**config.mk**
```make
export PLATFORM = sky130hd
export DESIGN_NAME = prog_launcher_flat
export DESIGN_NICKNAME = d
export VERILOG_FILES = /design/src/rtl/prog_launcher_pkg.sv /design/src/rtl/prog_launcher_if.sv /design/src/rtl/prog_launcher_run_timer.sv /design/src/rtl/prog_launcher.sv /design/src/flat_wrapper.sv
export SDC_FILE = /design/constraint.sdc
export NUM_CORES = 1
export LEC_CHECK = 0
export BUFFER_PORTS_ARGS = -buffer_cell sky130_fd_sc_hd__clkbuf_2
export CAP_MARGIN = 20
export CORE_ASPECT_RATIO = 1.2
export CORE_UTILIZATION = 54
export DETAILED_ROUTE_END_ITERATION = 6
export GPL_TIMING_DRIVEN = 0
export PLACE_DENSITY = 0.77
export SYNTH_ARGS = -nofsm -noshare
export SYNTH_HDL_FRONTEND = slang
export SYNTH_SLANG_ARGS = --single-unit
```
**constraint.sdc**
```tcl
create_clock -name clk -period 2 [get_ports clk]
set_input_delay 0.1 -clock clk [delete_from_list [all_inputs] [get_ports clk]]
set_output_delay 0.1 -clock clk [all_outputs]
set_load 0.02 [all_outputs]
```
**src/rtl/prog_launcher_pkg.sv**
```systemverilog
// Shared types and constants for the program launcher block.
// Also provides the counter-width check used by prog_launcher.
package prog_launcher_pkg;

  typedef enum logic [1:0] {
    IDLE = 2'd0,
    CRST = 2'd1,
    RUN  = 2'd2,
    FIN  = 2'd3
  } launch_state_t;

  localparam int STATS_W = 16;

  // Smallest counter width that can hold the value 'timeout' without wrapping.
  function automatic int min_cw(input int timeout);
    return $clog2(timeout + 1);
  endfunction

  function automatic bit cw_ok(input int cw, input int timeout);
    return (cw >= min_cw(timeout));
  endfunction

endpackage

```
**src/rtl/prog_launcher_if.sv**
```systemverilog
// Launcher-to-core start handshake: program select, core reset, request and done.
interface prog_launcher_if #(
  parameter int PW = 2
);

  logic [PW-1:0] core_sel;
  logic          core_reset;
  logic          core_req;
  logic          core_done;

  modport master (
    output core_sel,
    output core_reset,
    output core_req,
    input  core_done
  );

  modport slave (
    input  core_sel,
    input  core_reset,
    input  core_req,
    output core_done
  );

endinterface

```
**src/rtl/prog_launcher_run_timer.sv**
```systemverilog
// Execution-cycle counter with clear, enable and a flag raised at count == TIMEOUT.
module prog_launcher_run_timer #(
  parameter int CW      = 13,
  parameter int TIMEOUT = 4096
) (
  input  logic          clk,
  input  logic          reset,
  input  logic          clr,
  input  logic          en,
  output logic [CW-1:0] count,
  output logic          at_term
);

  logic [CW-1:0] count_q;
  logic [CW-1:0] count_d;

  // Clear wins over enable.
  always_comb begin
    count_d = count_q;
    if (clr) begin
      count_d = '0;
    end else if (en) begin
      count_d = count_q + CW'(1);
    end else begin
      count_d = count_q;
    end
  end

  always_ff @(posedge clk) begin
    if (!reset) begin
      count_q <= '0;
    end else begin
      count_q <= count_d;
    end
  end

  assign count   = count_q;
  assign at_term = (count_q == CW'(TIMEOUT));

endmodule

```
**src/rtl/prog_launcher.sv**
```systemverilog
// Host-side launcher for the core req/done handshake: reset hold, request, run timing, timeout.
// Optional statistics outputs (run_count, max_cycles) are enabled by defining LAUNCHER_STATS_EN.
module prog_launcher
  import prog_launcher_pkg::*;
#(
  parameter int PW      = 2,
  parameter int RST_CYC = 2,
  parameter int TIMEOUT = 4096,
  parameter int CW      = 13
) (
  input  logic          clk,
  input  logic          reset,
  input  logic          start,
  input  logic [PW-1:0] prog_sel,
  output logic          busy,
  output logic          result_valid,
  output logic [CW-1:0] cycles,
  output logic          timed_out,
  prog_launcher_if.master core
`ifdef LAUNCHER_STATS_EN
  ,
  output logic [STATS_W-1:0] run_count,
  output logic [CW-1:0]      max_cycles
`endif
);

  localparam logic [1:0] ST_IDLE = IDLE;
  localparam logic [1:0] ST_CRST = CRST;
  localparam logic [1:0] ST_RUN  = RUN;
  localparam logic [1:0] ST_FIN  = FIN;
  localparam int         RW      = $clog2(RST_CYC + 1);

  if (!cw_ok(CW, TIMEOUT)) begin : g_cw_check
    $error("prog_launcher: CW too small to hold TIMEOUT");
  end

  logic [1:0]    state_q,   state_d;
  logic [RW-1:0] rst_cnt_q, rst_cnt_d;
  logic [PW-1:0] sel_q,     sel_d;
  logic [CW-1:0] cycles_q,  cycles_d;
  logic          to_q,      to_d;
  logic          busy_q,    busy_d;
  logic          rv_q,      rv_d;

  logic [CW-1:0] run_cnt;
  logic          run_term;
  logic          tmr_clr;
  logic          tmr_en;

  // Counter reads 1 in the first RUN cycle because it steps on the CRST->RUN edge.
  assign tmr_clr = (state_q == ST_IDLE);
  assign tmr_en  = (state_d == ST_RUN);

  prog_launcher_run_timer #(
    .CW      (CW),
    .TIMEOUT (TIMEOUT)
  ) u_run_timer (
    .clk     (clk),
    .reset   (reset),
    .clr     (tmr_clr),
    .en      (tmr_en),
    .count   (run_cnt),
    .at_term (run_term)
  );

  // Next-state and result capture; done takes priority over timeout.
  always_comb begin
    state_d   = state_q;
    rst_cnt_d = rst_cnt_q;
    sel_d     = sel_q;
    cycles_d  = cycles_q;
    to_d      = to_q;
    case (state_q)
      ST_IDLE: begin
        if (start) begin
          state_d   = ST_CRST;
          sel_d     = prog_sel;
          rst_cnt_d = '0;
        end else begin
          state_d   = ST_IDLE;
        end
      end
      ST_CRST: begin
        if (rst_cnt_q == RW'(RST_CYC - 1)) begin
          state_d   = ST_RUN;
          rst_cnt_d = '0;
        end else begin
          rst_cnt_d = rst_cnt_q + RW'(1);
        end
      end
      ST_RUN: begin
        if (core.core_done) begin
          state_d  = ST_FIN;
          cycles_d = run_cnt;
          to_d     = 1'b0;
        end else if (run_term) begin
          state_d  = ST_FIN;
          cycles_d = CW'(TIMEOUT);
          to_d     = 1'b1;
        end else begin
          state_d  = ST_RUN;
        end
      end
      ST_FIN: begin
        state_d = ST_IDLE;
      end
      default: begin
        state_d = ST_IDLE;
      end
    endcase
  end

  // Status outputs are registered so they line up with the state they describe.
  always_comb begin
    busy_d = (state_d != ST_IDLE);
    rv_d   = (state_d == ST_FIN);
  end

  always_ff @(posedge clk) begin
    if (!reset) begin
      state_q   <= ST_IDLE;
      rst_cnt_q <= '0;
      sel_q     <= '0;
      cycles_q  <= '0;
      to_q      <= 1'b0;
      busy_q    <= 1'b0;
      rv_q      <= 1'b0;
    end else begin
      state_q   <= state_d;
      rst_cnt_q <= rst_cnt_d;
      sel_q     <= sel_d;
      cycles_q  <= cycles_d;
      to_q      <= to_d;
      busy_q    <= busy_d;
      rv_q      <= rv_d;
    end
  end

`ifdef LAUNCHER_STATS_EN
  logic [STATS_W-1:0] run_count_q, run_count_d;
  logic [CW-1:0]      max_cycles_q, max_cycles_d;

  // Run count saturates; max_cycles tracks only runs that finished on done.
  always_comb begin
    run_count_d  = run_count_q;
    max_cycles_d = max_cycles_q;
    if (state_d == ST_FIN) begin
      if (run_count_q != {STATS_W{1'b1}}) begin
        run_count_d = run_count_q + STATS_W'(1);
      end else begin
        run_count_d = run_count_q;
      end
      if (!to_d && (cycles_d > max_cycles_q)) begin
        max_cycles_d = cycles_d;
      end else begin
        max_cycles_d = max_cycles_q;
      end
    end else begin
      run_count_d  = run_count_q;
      max_cycles_d = max_cycles_q;
    end
  end

  always_ff @(posedge clk) begin
    if (!reset) begin
      run_count_q  <= '0;
      max_cycles_q <= '0;
    end else begin
      run_count_q  <= run_count_d;
      max_cycles_q <= max_cycles_d;
    end
  end

  assign run_count  = run_count_q;
  assign max_cycles = max_cycles_q;
`endif

  assign busy            = busy_q;
  assign result_valid    = rv_q;
  assign cycles          = cycles_q;
  assign timed_out       = to_q;
  assign core.core_sel   = sel_q;
  assign core.core_reset = (state_q != ST_RUN);
  assign core.core_req   = (state_q == ST_RUN);

endmodule
```
**src/flat_wrapper.sv**
```systemverilog
// flat-port wrapper written by rule: the top's interface ports become plain ports
module prog_launcher_flat import prog_launcher_pkg::*;
#(
  parameter int PW      = 2,
  parameter int RST_CYC = 2,
  parameter int TIMEOUT = 4096,
  parameter int CW      = 13
)
  (clk, reset, start, prog_sel, busy, result_valid, cycles, timed_out, core_core_sel, core_core_reset, core_core_req, core_core_done);
  prog_launcher_if #(.PW(PW)) core_i ();
  input  logic clk;
  input  logic reset;
  input  logic start;
  input  logic [PW-1:0] prog_sel;
  output logic busy;
  output logic result_valid;
  output logic [CW-1:0] cycles;
  output logic timed_out;
  output wire logic [$bits(core_i.core_sel)-1:0] core_core_sel;
  output wire logic [$bits(core_i.core_reset)-1:0] core_core_reset;
  output wire logic [$bits(core_i.core_req)-1:0] core_core_req;
  input wire logic [$bits(core_i.core_done)-1:0] core_core_done;
  assign core_core_sel = core_i.core_sel;
  assign core_core_reset = core_i.core_reset;
  assign core_core_req = core_i.core_req;
  assign core_i.core_done = core_core_done;
  prog_launcher #(.PW(PW), .RST_CYC(RST_CYC), .TIMEOUT(TIMEOUT), .CW(CW)) u_core (.clk(clk), .reset(reset), .start(start), .prog_sel(prog_sel), .busy(busy), .result_valid(result_valid), .cycles(cycles), .timed_out(timed_out), .core(core_i));
endmodule
```
Word level (Yosys, flattened, before mapping)
Index checks and enable logic that the tools add are counted.
{"block": "op_classes", "addsub": 2, "n_eq_ne": 9, "muxes": 12, "n_bitwise": 1, "n_reduce_logical": 8}
{"op": "$mux 13", "count": 2}
{"op": "$add 13x1->13 const B", "count": 1}
{"op": "$eq 13x13->1 const B", "count": 1}
{"op": "$eq 2x2->1 const B", "count": 4}
{"op": "$mux 2", "count": 4}
{"op": "$pmux 2 s4", "count": 1}
{"op": "$reduce_and 2->1", "count": 3}
{"op": "$reduce_bool 2->1", "count": 3}
{"op": "$eq 2x1->1 const B", "count": 2}
{"op": "$mux 1", "count": 4}
{"op": "$ne 2x2->1 const B", "count": 2}
{"op": "$pmux 2 s2", "count": 1}
{"op": "$add 2x1->2 const B", "count": 1}
{"op": "$logic_not 2->1", "count": 1}
{"op": "$reduce_or 2->1", "count": 1}
{"op": "$not 1->1", "count": 1}
{"block": "word_totals", "reg_bits": 35, "in_bits": 6}

Logic depth before layout (Yosys ltp)
{"block": "logic_depth", "word_depth": 5, "mapped_depth": 7, "depth_no_buf": 6}

By module
From an unflattened synthesis, not the netlist that was laid out.
{"block": "unflattened", "hier_cells": 151, "hier_area_um2": 1498.9}
{"mod": "prog_launcher", "n_inst": 1, "cells_each": 75, "area_per_inst_um2": 803.3}
{"mod": "prog_launcher_run_timer", "n_inst": 1, "cells_each": 76, "area_per_inst_um2": 695.7}

Least setup slack after synthesis
Ideal clock, no wire load.
{"block": "synth_timing", "path_type": "reg-to-reg", "from": "register u_core.state_q[1]", "to": "register u_core.u_run_timer.count_q[10], in the netlist u_core.u_run_timer.count[10]", "arrival_time_ns": 1.683, "required_time_ns": 1.924, "slack_ns": 0.241, "stages_incl_launch_ff": 7, "path_buffers": 1, "path_cell_list": "dfxtp_1 buf_2 nand2b_1 inv_2 o2111ai_2 or4_1 a21oi_1"}
{"block": "synth_between", "elab_chain_len": 3, "elab_cells_between_ends": 8, "cone_classes": "eq/ne (4); mux (2); reduce/logical (2)"}
{"item": "start, declared", "line_no": "prog_launcher.sv:37", "text": "logic [1:0] state_q, state_d;"}
{"item": "start signal, assigned", "line_no": "prog_launcher.sv:129", "text": "state_q <= state_d;"}
{"item": "$eq 2x2->1"}
{"item": "net core_core_req", "line_no": "flat_wrapper.sv:21", "text": "output wire logic [$bits(core_i.core_req)-1:0] core_core_req;"}
{"item": "$pmux 2 s4", "line_no": "prog_launcher.sv:73", "text": "case (state_q)"}
{"item": "$eq 2x2->1", "line_no": "prog_launcher.sv:52", "text": "assign tmr_en = (state_d == ST_RUN);"}
{"item": "end signal, assigned", "line_no": "prog_launcher_run_timer.sv:33", "text": "count_q <= count_d;"}
{"item": "end, declared", "line_no": "prog_launcher_run_timer.sv:14", "text": "logic [CW-1:0] count_q;"}
The timed path passes the listed nets, and every way through them passes these cells.
A chain may end at the register's enable or synchronous reset.

Worst setup path in the final report
{"block": "layout_timing", "from": "register u_core.u_run_timer.count_q[0], in the netlist u_core.u_run_timer.count[0]", "to": "register u_core.u_run_timer.count_q[7], in the netlist u_core.u_run_timer.count[7]"}
{"block": "layout_between", "elab_chain_len": 5, "elab_cells_between_ends": 6, "cone_classes": "add/sub (1); eq/ne (2); mux (3)"}
{"item": "$eq 13x13->1", "line_no": "prog_launcher_run_timer.sv:38", "text": "assign at_term = (count_q == CW'(TIMEOUT));"}
{"item": "$mux 1", "line_no": "prog_launcher.sv:96", "text": "end else if (run_term) begin"}
{"item": "$mux 2", "line_no": "prog_launcher.sv:92", "text": "if (core.core_done) begin"}
{"item": "$pmux 2 s4", "line_no": "prog_launcher.sv:73"}
{"item": "$eq 2x2->1", "line_no": "prog_launcher.sv:52"}
Parallel ways exist; a longest one is shown, timed or not.

==> key figures <==
Floorplanning
  – Die X: 50.4 microns
  – Core Area: 0.00260 sq mm
  – Die Ht: 60.1 microns
  – # rows: 20
  – Starting density of the core: 58.3%
  – Die ar.: 0.00303 sq mm
  – I/O pin cnt: 26

Worst setup path
  – Slowest cell on the critical path: dfxtp_2
  – Worst Path Max Fanout: 10
  – Setup crit start kind: flop
  – Bufs and invs on worst path: 2
  – CP Data Required Time: 2.26 ns
  – Setup crit end kind: flop
  – Reg2reg path depth: 7
  – Critical Path Max Stage Delay: 0.39 ns
  – Reg-to-Reg End: u_core.u_run_timer.count[7]
  – CP Launch Point: u_core.u_run_timer.count[0]
  – Crit Reg-Reg Startpoint: u_core.u_run_timer.count[0]
  – CP cell instances: inv_1, ha_1, nor4bb_4, a41o_1, buf_4, nor4_4, mux2i_1
  – CP top delay family: simple AND/OR/NAND/NOR gates
  – Reg2reg setup slack: 0.11 ns
  – CP Data Arrival Time: 2.15 ns
  – Worst setup path class: flop to flop

Synthesis
  – Syn_nets: 172
  – Largest family of logic cells by synthesized area: simple AND/OR/NAND/NOR gates
  – Mux cell area share after synthesis: 3.30%
  – Mapped Avg Cell Area: 9.25 sq um
  – Post-Synth Simple-Gate Area: 22.8%
  – Top cells by area, synth: dfxtp_1 46%, a22oi_1 5.9%, nor2_1 3.7%
  – Number of synthesized flops with an enable pin: 0
  – Async SR Flop Fraction: 0%
  – Area leader, netlist: dfxtp_1
  – Top-area cell type share of the netlist area: 46.2%
  – Post-Syn Instances: 164
  – Sequential area share after synthesis: 46.2%
  – Synth top cells by count: 35 x dfxtp_1, 15 x nor2_1, 12 x a22oi_1
  – Xor-xnor portion of the synthesized cell area: 0%
  – Adder-cell share of the synthesized area: 1.65%
  – Count leader, synth: dfxtp_1
  – Yosys warns: 0
  – Post-synthesis compound-gate area fraction: 21.8%
  – Number of library cell types mapped by synthesis: 43
  – Yosys reg bits: 35
  – Synthesized area: 0.00152 sq mm
  – Top FF cell, synth: dfxtp_1

Layout
  – Layout cell share with drive strength beyond 1: 25.0%
  – Final core occ: 69.4%
  – Fin area: 0.00181 sq mm
  – Final nets: 204
  – Post-route non-filler standard cell count: 229
  – Inserted Diodes: 0
  – Layout Area Growth over Synthesis: 19.0%

STA
  – Setup Viol. Count Final: 0
  – Period utilization: 94.7%
  – Slew HR: 56.3%
  – Max Freq: 0.528 GHz
  – Post-layout worst setup margin: 0.105 ns
  – Worst Max-Slew Pin Slew: 0.653 ns
  – Pins Over Slew Limit: 0
  – Tmin final: 1.89 ns
  – Fin. Hold Viols: 0
  – Final clock skew: 0.00612 ns
  – WHS: 0.0253 ns

GRT
  – GR Overflow Total: 0
  – All-Layer GR Usage: 24.6%
  – Largest net degree at the start of global routing: 11
  – First-pass GRT wire length: 5440 microns
  – Initial antenna violation count: 0
  – Number of global-route vias before repair: 1,262

Run status
  – Status: finished clean

Power and ir drop
  – Max IR drop VDD: 679 uV
  – Sequential share of power: 59.1%
  – Sw frac: 24.4%
  – Pwr dens: 671 mW/mm^2
  – Clock network fraction of total power: 31.2%
  – Pint: 0.916 mW
  – Pleak: 0.650 nW
  – Combinational power share: 9.7%
  – NetSw: 0.296 mW

Route
  – DRC Markers: 0
  – Avg WL per Cell: 15.4 microns
  – Post-DRT Antenna Nets: 0
  – Vias: 1,396
  – Initial DRC Count: 54
  – Total wire length: 3530 microns
  – DR pass1 iterations: 4
  – Vias per inst: 6.10

CTS
  – CTS sink count: 35
  – Cts bufs inserted: 5
  – Clk_lat worst skew: 0.33 ns
  – Maximum clock path buffer count: 2
  – Root Buffer Master: clkbuf_4
  – Clk slew on worst S/H paths: 0.10 ns
  – Post-CTS Setup Bufs: 0
  – Max H-tree Level: 2
  – CTS tree: built

Hold path
  – Hold Path Class: input port to flop
  – HP Start: prog_sel[0]
  – Hold EP: u_core.core.core_sel[0]
  – Cells on Worst Hold Path: 3

Job
  – Max-cap violations: 0

Placed design
  – Worst slack, placed: -0.167 ns
  – Input/output buffers: 24
  – Placed cell count: 221
  – Post-DP Area: 0.00168 sq mm
  – Post-DP HPWL: 2430 microns
  – GPL Wtd Cong: 0.766
-- power by group through the flow --
stage	registers (mW)	logic (mW)	clock network, mW
floorplan	0.739	0.0729	0
global placement	0.731	0.107	0
detailed placement	0.732	0.110	0
CTS	0.716	0.113	0.391
global route	0.718	0.126	0.416
finish	0.716	0.117	0.378
-- worst max path at each step --
stage / end / slack [ns] / cells after the start
finish: u_core.u_run_timer.count[7] / 0.11 / 7
global route: u_core.u_run_timer.count[8] / -0.00005 / 5
CTS: u_core.u_run_timer.count[3] / 0.03 / 7
detailed placement: u_core.cycles[6] / -0.17 / 7
global placement: u_core.cycles[6] / -0.07 / 7
floorplan: u_core.u_run_timer.count[10] / 0.24 / 6
-- layout make-up --
class                   instances  area, sq um
well taps                      33         41.3
clock inverters                 1         5.00
multi-input cells             114          807
clock buffers                   6         51.3
plain buffers                   7         36.3
inverters                       7         26.3
fillers                       225          797
flip-flops and latches         35          703
repair buffers                 26          135
-- metal layers --
layer  up-vias  global-route usage (%)  wire length, microns
li1        678                       -                     -
met1       664                    28.5                  1470
met2        45                    41.7                  1790
met3         9                    7.63                   208
met4         0                    11.1                    61
met5         -                       0                     0
-- timing repair --
action | in CTS | in global routing
pin swaps | 0 | 1
resized for setup | 3 | 8
hold endpoints to repair | 1 | 0
hold buffers | 1 | 0
cloned | 0 | 0
setup endpoints to repair | 19 | 19
-- worst min-delay path, delay by kind of cell --
family	cells	cell delay (ns)
and+or+nand+nor	1	0.09
muxes	1	0.05
buffers and inverters	1	0.08
-- cells in the final DEF, fill, tap and decap left out, types with 3 or more instances in the layout --
master    count
clkbuf_4      5
nor2_1       15
o21ai_1       3
or4_1         5
a22oi_1      12
nand3_1       5
o21ai_0       3
a21oi_1      11
nand2_1       8
o21a_1        3
dfxtp_1      33
clkbuf_2     25
mux2i_1       5
o31ai_1       5
clkbuf_1      3
inv_1         6
nand2b_1      7
-- registers in the layout (all words and copies together) (netlist names) --
| signal | flops |
|---|---|
| u_core.result_valid | 1 |
| u_core.state_q | 2 |
| u_core.core.core_sel | 2 |
| u_core.u_run_timer.count | 13 |
| u_core.timed_out | 1 |
| u_core.busy | 1 |
| u_core.cycles | 13 |
| u_core.rst_cnt_q | 2 |
-- stage by stage --
stage / TNS (ns) / total power, mW
2_1_floorplan: 0 / 0.812
3_3_place_gp: -0.653 / 0.837
3_5_place_dp: -1.79 / 0.842
4_1_cts: 0 / 1.22
5_1_grt: -0.0000500 / 1.26
6_report: 0 / 1.21
-- logic make-up (layout without fill, tap and decap cells) --
family | count (synthesis) | after routing
mux | 5 | 5
buf+inv | 15 | 47
flops | 35 | 35
fa+ha+maj | 2 | 2
simple gates | 60 | 60
compound gates | 47 | 47
Note: power is estimated with default switching activity, not from simulation.
